## config.mk

```make
export PLATFORM = sky130hd
export DESIGN_NAME = spi_slave_rx
export DESIGN_NICKNAME = d
export VERILOG_FILES = /design/src/rtl/spi_pkg.sv /design/src/rtl/spi_rx_fifo.sv /design/src/rtl/spi_slave_rx.sv
export SDC_FILE = /design/constraint.sdc
export NUM_CORES = 1
export LEC_CHECK = 0
export CAP_MARGIN = 30
export CORE_MARGIN = 8
export CORE_UTILIZATION = 54
export DETAILED_ROUTE_END_ITERATION = 16
export PLACE_DENSITY = 0.76
export RECOVER_POWER = 100
export SLEW_MARGIN = 20
export SYNTH_ARGS = -nofsm -noshare
export SYNTH_HDL_FRONTEND = slang
export SYNTH_SLANG_ARGS = --single-unit
```

## constraint.sdc

```tcl
create_clock -name clk_sys_i -period 7.2 [get_ports clk_sys_i]
set_input_delay 1.8 -clock clk_sys_i [delete_from_list [all_inputs] [get_ports clk_sys_i]]
set_output_delay 1.8 -clock clk_sys_i [all_outputs]
set_load 0.02 [all_outputs]
```

## src/rtl/spi_pkg.sv

```systemverilog
// Shared defaults and state type for the SPI receive slave.
package spi_pkg;

    localparam int unsigned DATA_W_DEFAULT     = 32;
    localparam int unsigned FIFO_DEPTH_DEFAULT = 4;

    typedef enum logic {
        IDLE,
        ACTIVE
    } state_t;

endpackage

```

## src/rtl/spi_rx_fifo.sv

```systemverilog
// First-word-fall-through receive FIFO with extra pointer bit for full/empty.
module spi_rx_fifo
    import spi_pkg::*;
#(
    parameter int unsigned DATA_W = DATA_W_DEFAULT,
    parameter int unsigned DEPTH  = FIFO_DEPTH_DEFAULT
) (
    input  logic              clk_sys_i,
    input  logic              rst_i,
    input  logic              i_push,
    input  logic [DATA_W-1:0] i_data,
    input  logic              i_pop,
    output logic [DATA_W-1:0] o_data,
    output logic              o_valid,
    output logic              o_full
);

    localparam int unsigned AW = $clog2(DEPTH);

    logic [DATA_W-1:0] r_mem [DEPTH];
    logic [AW:0]       r_wptr;
    logic [AW:0]       r_rptr;
    logic              w_empty;
    logic              w_pop;
    logic              w_push;

    assign w_empty = (r_wptr == r_rptr);
    assign o_full  = (r_wptr[AW] != r_rptr[AW]) && (r_wptr[AW-1:0] == r_rptr[AW-1:0]);
    assign w_pop   = i_pop & ~w_empty;
    // A pop in the same cycle frees the slot, so a push into a full FIFO still lands.
    assign w_push  = i_push & (~o_full | w_pop);
    assign o_valid = ~w_empty;
    assign o_data  = r_mem[r_rptr[AW-1:0]];

    always_ff @(posedge clk_sys_i or posedge rst_i) begin
        if (rst_i) begin
            r_wptr <= '0;
            r_rptr <= '0;
            for (int unsigned i = 0; i < DEPTH; i++) begin
                r_mem[i] <= '0;
            end
        end else begin
            if (w_push) begin
                r_mem[r_wptr[AW-1:0]] <= i_data;
                r_wptr                <= r_wptr + 1'b1;
            end
            if (w_pop) begin
                r_rptr <= r_rptr + 1'b1;
            end
        end
    end

endmodule

```

## src/rtl/spi_slave_rx.sv

```systemverilog
// SPI mode-0 receive-only slave: synchronizers, frame FSM, shifter, and RX FIFO.
module spi_slave_rx
    import spi_pkg::*;
#(
    parameter int unsigned DATA_W     = DATA_W_DEFAULT,
    parameter int unsigned FIFO_DEPTH = FIFO_DEPTH_DEFAULT
) (
    input  logic              clk_sys_i,
    input  logic              rst_i,
    input  logic              spi_sclk_i,
    input  logic              spi_sdi_i,
    input  logic              spi_cs_i,
    output logic [DATA_W-1:0] rd_data_o,
    output logic              rd_valid_o,
    input  logic              rd_ready_i,
    output logic              frame_done_o,
    output logic [7:0]        word_cnt_o,
    output logic              overflow_o,
    output logic              frame_err_o,
    input  logic              clr_i
);

    localparam int unsigned     BW       = (DATA_W > 1) ? $clog2(DATA_W) : 1;
    localparam logic [BW-1:0]   LAST_BIT = BW'(DATA_W - 1);

    logic r_sclk_meta, r_sclk_sync, r_sclk_d;
    logic r_sdi_meta,  r_sdi_sync,  r_sdi_d;
    logic r_cs_meta,   r_cs_sync,   r_cs_d;

    state_t            r_state;
    logic [DATA_W-1:0] r_shift;
    logic [BW-1:0]     r_bit_cnt;
    logic              r_push;
    logic [7:0]        r_word_cnt;
    logic              r_frame_done;
    logic              r_frame_err;
    logic              r_overflow;

    logic w_sclk_rise;
    logic w_cs_fall;
    logic w_cs_rise;
    logic w_fifo_full;

    always_ff @(posedge clk_sys_i or posedge rst_i) begin
        if (rst_i) begin
            {r_sclk_meta, r_sclk_sync, r_sclk_d} <= 3'b000;
            {r_sdi_meta,  r_sdi_sync,  r_sdi_d}  <= 3'b000;
            {r_cs_meta,   r_cs_sync,   r_cs_d}   <= 3'b111;
        end else begin
            {r_sclk_meta, r_sclk_sync, r_sclk_d} <= {spi_sclk_i, r_sclk_meta, r_sclk_sync};
            {r_sdi_meta,  r_sdi_sync,  r_sdi_d}  <= {spi_sdi_i,  r_sdi_meta,  r_sdi_sync};
            {r_cs_meta,   r_cs_sync,   r_cs_d}   <= {spi_cs_i,   r_cs_meta,   r_cs_sync};
        end
    end

    assign w_sclk_rise = r_sclk_sync & ~r_sclk_d;
    assign w_cs_fall   = ~r_cs_sync & r_cs_d;
    assign w_cs_rise   = r_cs_sync & ~r_cs_d;

    // Data is taken from the delayed stage, i.e. the level present just before the rising edge.
    always_ff @(posedge clk_sys_i or posedge rst_i) begin
        if (rst_i) begin
            r_state      <= IDLE;
            r_shift      <= '0;
            r_bit_cnt    <= '0;
            r_push       <= 1'b0;
            r_word_cnt   <= '0;
            r_frame_done <= 1'b0;
            r_frame_err  <= 1'b0;
        end else begin
            r_push       <= 1'b0;
            r_frame_done <= 1'b0;
            case (r_state)
                IDLE: begin
                    if (w_cs_fall) begin
                        r_state    <= ACTIVE;
                        r_bit_cnt  <= '0;
                        r_word_cnt <= '0;
                    end
                end
                ACTIVE: begin
                    if (w_cs_rise) begin
                        r_state      <= IDLE;
                        r_frame_done <= 1'b1;
                    end else if (w_sclk_rise) begin
                        r_shift <= {r_shift[DATA_W-2:0], r_sdi_d};
                        if (r_bit_cnt == LAST_BIT) begin
                            r_bit_cnt <= '0;
                            r_push    <= 1'b1;
                            if (r_word_cnt != 8'hFF) begin
                                r_word_cnt <= r_word_cnt + 1'b1;
                            end
                        end else begin
                            r_bit_cnt <= r_bit_cnt + 1'b1;
                        end
                    end
                end
            endcase
            if (r_state == ACTIVE && w_cs_rise && r_bit_cnt != '0) begin
                r_frame_err <= 1'b1;
            end else if (clr_i) begin
                r_frame_err <= 1'b0;
            end
        end
    end

    always_ff @(posedge clk_sys_i or posedge rst_i) begin
        if (rst_i) begin
            r_overflow <= 1'b0;
        end else if (r_push && w_fifo_full && !(rd_valid_o && rd_ready_i)) begin
            r_overflow <= 1'b1;
        end else if (clr_i) begin
            r_overflow <= 1'b0;
        end
    end

    spi_rx_fifo #(
        .DATA_W (DATA_W),
        .DEPTH  (FIFO_DEPTH)
    ) u_fifo (
        .clk_sys_i (clk_sys_i),
        .rst_i     (rst_i),
        .i_push    (r_push),
        .i_data    (r_shift),
        .i_pop     (rd_ready_i),
        .o_data    (rd_data_o),
        .o_valid   (rd_valid_o),
        .o_full    (w_fifo_full)
    );

    assign frame_done_o = r_frame_done;
    assign word_cnt_o   = r_word_cnt;
    assign overflow_o   = r_overflow;
    assign frame_err_o  = r_frame_err;

endmodule

```

==> results.yml, run 1 <==
yosys:
  synth_edf_count: 0
  syn_area_sq_mm: 0.00877
  ys_ff_latch: 193
  yosysSeqAreaShare: 0.551
  synthFlopType: "dfrtp_1"
  synth.net_count: 540
  synth_warnings: 0
  syn_avg_cell_area_sq_um: 16.7
  synth_cells: 524
  synth-async-reset-ratio: 1.00
  synthDistinctLibCells: 41
global_routing:
  grt_overflow: 0
  grt_pass1_wl_um: 27300
  first_global_vias: 4975
  antenna_found_initial: 0
  grt_use_total: 0.171
  grt_max_degree: 76
timing:
  timing.fmax_ghz: 0.201
  rsz0062_at_grt: "false"
  hold_viol: 0
  fin_skew_ps: 8.39
  fin_tns_setup_ps: 0
  finalSetupViolCount: 0
  worst_pin_slew_ps: 2500
  slew_headroom: -0.676
  drv_slew: 193
  fin_crit_ps: 4970
  finalCritPeriodShare: 0.690
hold_path:
  min_to: "r_sclk_sync$_DFF_PP0_"
  worstHoldPathCells: 0
  holdCritStartpoint: "r_sclk_meta$_DFF_PP0_"
  hold_class: "reg -> reg"
setup_path:
  r2r_start: "u_fifo.r_rptr[0]$_DFFE_PP0P_"
  worstSetupStartpointType: "flip-flop"
  cpMaxStageDelayCell: "dfrtp_1"
  worst_r2r_path_depth: 4
  path_cells: "buf_4 > mux4_2 > dlygate4sd3_1"
  critical_path.max_fanout: 21
  critPathMaxStageDelay_ps: 960
  reg2reg_slack_ps: 3440
  crit_path_end_kind: "primary output"
  r2r_end: "u_fifo.r_mem[28]$_DFFE_PP0P_"
  crit_type: "reg -> out"
  crit_arrival_ps: 3170
  crit_start: "u_fifo.r_rptr[0]$_DFFE_PP0P_"
  required_ps: 5400
clocking:
  cts_buffer_depth: 2
  cts_tree: "yes"
  clk_pin_slew_ps: 60
  clkLatencyLatePin_ps: 420
  cts.htree.levels: 4
  cts.sinks: 193
  post_cts_buffers: 0
  cts_root_buffer: "clkbuf_16"
  cts-buffers-inserted: 17
  hold_buffers: 0
  postCtsResizedCells: 0
power:
  p_per_area_mw_per_mm2: 231
  ir_worst_vdd_uv: 205
  leakage_nw: 4.76
  p_total_mw: 2.20
routing:
  drtIter0Drc: 240
  drtPass1Iterations: 4
  vias: 4470
  routedWlPerCell_um: 19.7
  via_per_inst: 5.58
  route.antenna.remaining_nets: 0
  finalWirelength_um: 15800
  drc_errors: 0
status:
  violations: "capacitance limit, slew limit"
  status: "finished, violations left"
floorplan:
  initial_core_util: 0.552
  rows: 46
  io_pins: 51
  dieArea_sq_mm: 0.0206
  core-area_sq_mm: 0.0159
  die_w_um: 143
  dieHeight_um: 143
placed_design:
  io_buffers: 50
  place_congestion: 0.783
  place_hpwl_um: 9810
final_layout:
  layout.nets: 589
  final_cell_mix: "190 x dfrtp_1, 119 x mux2_1, 48 x dlygate4sd3_1"
  drive_above_1_share: 0.190
  n_antenna_cell: 0
  mostFrequentLayoutCell: "dfrtp_1"
  syn_to_final_growth_pct: 8.30
  fin_util: 0.598
job:
  cap_violations: 5
per-layer routing:
metal,share of wire,global-route usage
met2,0.48,0.270
met1,0.47,0.229
met3,0.037,0.0455
met4,0.010,0.0481
met5,0,0
layout make-up:
cell class	instances	area [sq um]
Tap cell	216	270
Sequential cell	193	4830
Clock buffer	26	499
Clock inverter	5	100
Fill cell	1283	6390
Timing Repair Buffer	56	556
Multi-Input combinational cell	287	3170
Inverter	18	68.8
Yosys cell counts, types with 6 or more instances:
cell	count	area share
mux2_4	119	0.20
mux4_2	32	0.082
mux2_2	42	0.054
dfrtp_1	190	0.54
buf_6	12	0.015
inv_1	18	0.0077
ha_1	9	0.013
clkbuf_1	6	0.0026
nand2_1	15	0.0064
o21ai_0	10	0.0057
buf_2	6	0.0034
nand3_1	10	0.0057
through the flow:
stage                     hold slack [ps]  std cells  area [sq um]  worst slack [ps]
after floorplan                       331        524          8770               149
after global placement                332        768          9380              3060
after detailed placement              335        769          9410              3020
after CTS                             349        800         10000              2540
after global routing                  369        801          9500              1700
final                                 347        801          9500              2230
state kept, by name, summed over array words and instances (netlist names), 3 cells and up:
signal,count
u_fifo.r_mem,128
r_shift,32
u_fifo.r_rptr,3
u_fifo.r_wptr,3
r_bit_cnt,5
word_cnt_o,8
power by group:
| part | internal [mW] | switching, mW |
|---|---|---|
| logic | 0.0364 | 0.0471 |
| registers | 1.12 | 0.0421 |
| clock network | 0.581 | 0.375 |
critical path: cells and delay by family (launching register included):
family,cells,cell delay [ps]
buffers and inverters,2,1190
flip-flops,1,960
multiplexers,1,570
worst max path at each step:
stage / to / slack (ps) / cells past startpoint
2_1_floorplan: frame_done_o$_DFF_PP0_ / 150 / 1
3_3_place_gp: rd_data_o[8] / 3060 / 3
3_5_place_dp: rd_data_o[3] / 3020 / 3
4_1_cts: rd_data_o[3] / 2540 / 3
5_1_grt: u_fifo.r_mem[65]$_DFFE_PP0P_ / 1700 / 3
6_report: rd_data_o[3] / 2230 / 3
cells by family after synthesis:
kind of cell | count (synthesis) | synth area share
fa+ha+maj | 9 | 0.0128
buf+inv | 44 | 0.0308
mux | 194 | 0.341
simple gates | 52 | 0.0340
compound gates | 24 | 0.0204
xor+xnor | 8 | 0.00970
flops | 193 | 0.551
No activity file was read; power rests on OpenSTA's default activity.
==> inputs of run 2 (changes only) <==
clock period = 4.25 ns   (was 7.2 ns; I/O delays follow)
==> results.yml, run 2 (synthesis results as in run 1) <==
clocking:
  cts_buffer_depth: 2
  cts.htree.levels: 4
  cts_root_buffer: "clkbuf_16"
  cts.sinks: 193
  cts-buffers-inserted: 17
  postCtsResizedCells: 0
  hold_buffers: 0
  cts_tree: "yes"
  post_cts_buffers: 0
  clk_pin_slew_ps: 70
  clkLatencyLatePin_ps: 440
setup_path:
  crit_arrival_ps: 2620
  critical_path.max_fanout: 14
  cpMaxStageDelayCell: "dlygate4sd3_1"
  critical-path-top-delay-family: "buffers and inverters"
  path_cells: "buf_4 > mux4_2 > dlygate4sd3_1"
  required_ps: 3190
  worst_r2r_path_depth: 5
  crit_type: "reg -> out"
  worstSetupStartpointType: "flip-flop"
  path_buf_inv: 2
  worst-path-stages: 3
  crit_path_end_kind: "primary output"
  r2r_start: "u_fifo.r_rptr[0]$_DFFE_PP0P_"
  crit_start: "u_fifo.r_rptr[0]$_DFFE_PP0P_"
  critPathMaxStageDelay_ps: 670
floorplan:
  dieHeight_um: 143
  io_pins: 51
  core-area_sq_mm: 0.0159
  die_w_um: 143
  rows: 46
  dieArea_sq_mm: 0.0206
  initial_core_util: 0.552
routing:
  met3_length_um: 602
  via_per_inst: 5.59
  wl_met2_um: 7900
  finalWirelength_um: 16300
  drc_errors: 0
  drtPass1Iterations: 4
  dr.max_layer_used: "met4"
  routedWlPerCell_um: 20.3
  route.antenna.remaining_nets: 0
  drtIter0Drc: 347
  wl_met1_um: 7540
  vias: 4487
power:
  leakage_nw: 4.82
  p_sw_uw: 828
  internal_power_mw: 2.91
  clockPowerShare: 0.438
  p_per_area_mw_per_mm2: 392
  ir_worst_vdd_uv: 307
  p_comb_frac: 0.039
  p_sw_frac: 0.221
  power_frac_seq: 0.523
timing:
  hold_viol: 0
  slew_headroom: -0.599
  fin_skew_ps: 13.5
  fin_tns_setup_ps: 0
  hold_ws_ps: 348
  finalCritPeriodShare: 0.866
  timing.fmax_ghz: 0.272
  finalSetupViolCount: 0
  setup_slack_ps: 568
  fin_crit_ps: 3680
  worst_pin_slew_ps: 2400
  drv_slew: 73
  rsz0062_at_grt: "false"
global_routing:
  grt_use_total: 0.177
  grt_max_degree: 151
  grt_pass1_wl_um: 28000
  first_global_vias: 5129
  grt_overflow: 0
  antenna_found_initial: 0
final_layout:
  finalInstanceArea_sq_mm: 0.00955
  largest_register: "u_fifo.r_mem"
  largest_reg_flops: 128
  n_antenna_cell: 0
  nFillCells: 1321
  layout.nets: 590
  final_cell_mix: "189 x dfrtp_1, 119 x mux2_1, 46 x dlygate4sd3_1"
  syn_to_final_growth_pct: 8.95
  drive_above_1_share: 0.208
  mostFrequentLayoutCell: "dfrtp_1"
hold_path:
  holdCritStartpoint: "r_sdi_meta$_DFF_PP0_"
  worstHoldPathCells: 0
  hold_class: "reg -> reg"
placed_design:
  place_congestion: 0.772
  place_area_sq_mm: 0.00942
  place_hpwl_um: 9850
  pre_cts_slack_ps: 1060
  io_buffers: 50
status:
  violations: "capacitance limit, slew limit"
  status: "finished, violations left"
job:
  cap_violations: 2
[run 2: cell types whose count changed in the layout (fill, tap and decap cells not counted), sizes merged]
cell and delta:
clkbuf -3, buf +2, clkdlybuf4s50 +2, clkinv +2, dlygate4sd3 -2, bufinv -1, clkinvlp +1, inv +1
[run 2: stage by stage]
step / cells / power [mW] / util
final: 803 / 3.74 / 0.601
after global routing: 803 / 3.88 / 0.601
after CTS: 803 / 3.79 / 0.632
after detailed placement: 771 / 2.15 / 0.593
after global placement: 771 / 2.13 / 0.593
after floorplan: 524 / 2.09 / -
[run 2: layout make-up]
type	instances	area [sq um]	area share
tap	216	270	0.0283
inverter	18	68.8	0.00720
clock buffer	24	512	0.0536
multi-input combinational	287	3200	0.335
sequential	193	4830	0.506
clock inverter	8	100	0.0105
timing repair buffer	57	571	0.0597
[run 2: power by group through the flow]
stage          Sequential, mW  Combinational, mW  Clock (mW)
2_1_floorplan            1.98              0.111           0
3_3_place_gp             1.99              0.143           0
3_5_place_dp             2.00              0.153           0
4_1_cts                  1.96              0.158        1.67
5_1_grt                  1.96              0.167        1.75
6_report                 1.96              0.147        1.64
[run 2: metal layers]
metal  vias up  global-route usage
met2        62               0.276
met1      2397               0.234
met5         -                   0
met4         0              0.0719
met3        15              0.0445
li1       2013                   -
[run 2: path summary, 6_finish.rpt]
kind	to	slack (ps)
setup / recovery	rd_data_o[31]	570
hold / removal	r_sdi_sync$_DFF_PP0_	350
setup reg to reg	u_fifo.r_mem[93]$_DFFE_PP0P_	890
hold reg to reg	r_sdi_sync$_DFF_PP0_	350
max in group asynchronous	u_fifo.r_mem[90]$_DFFE_PP0P_	1230
min in group asynchronous	r_state$_DFF_PP0_	1150
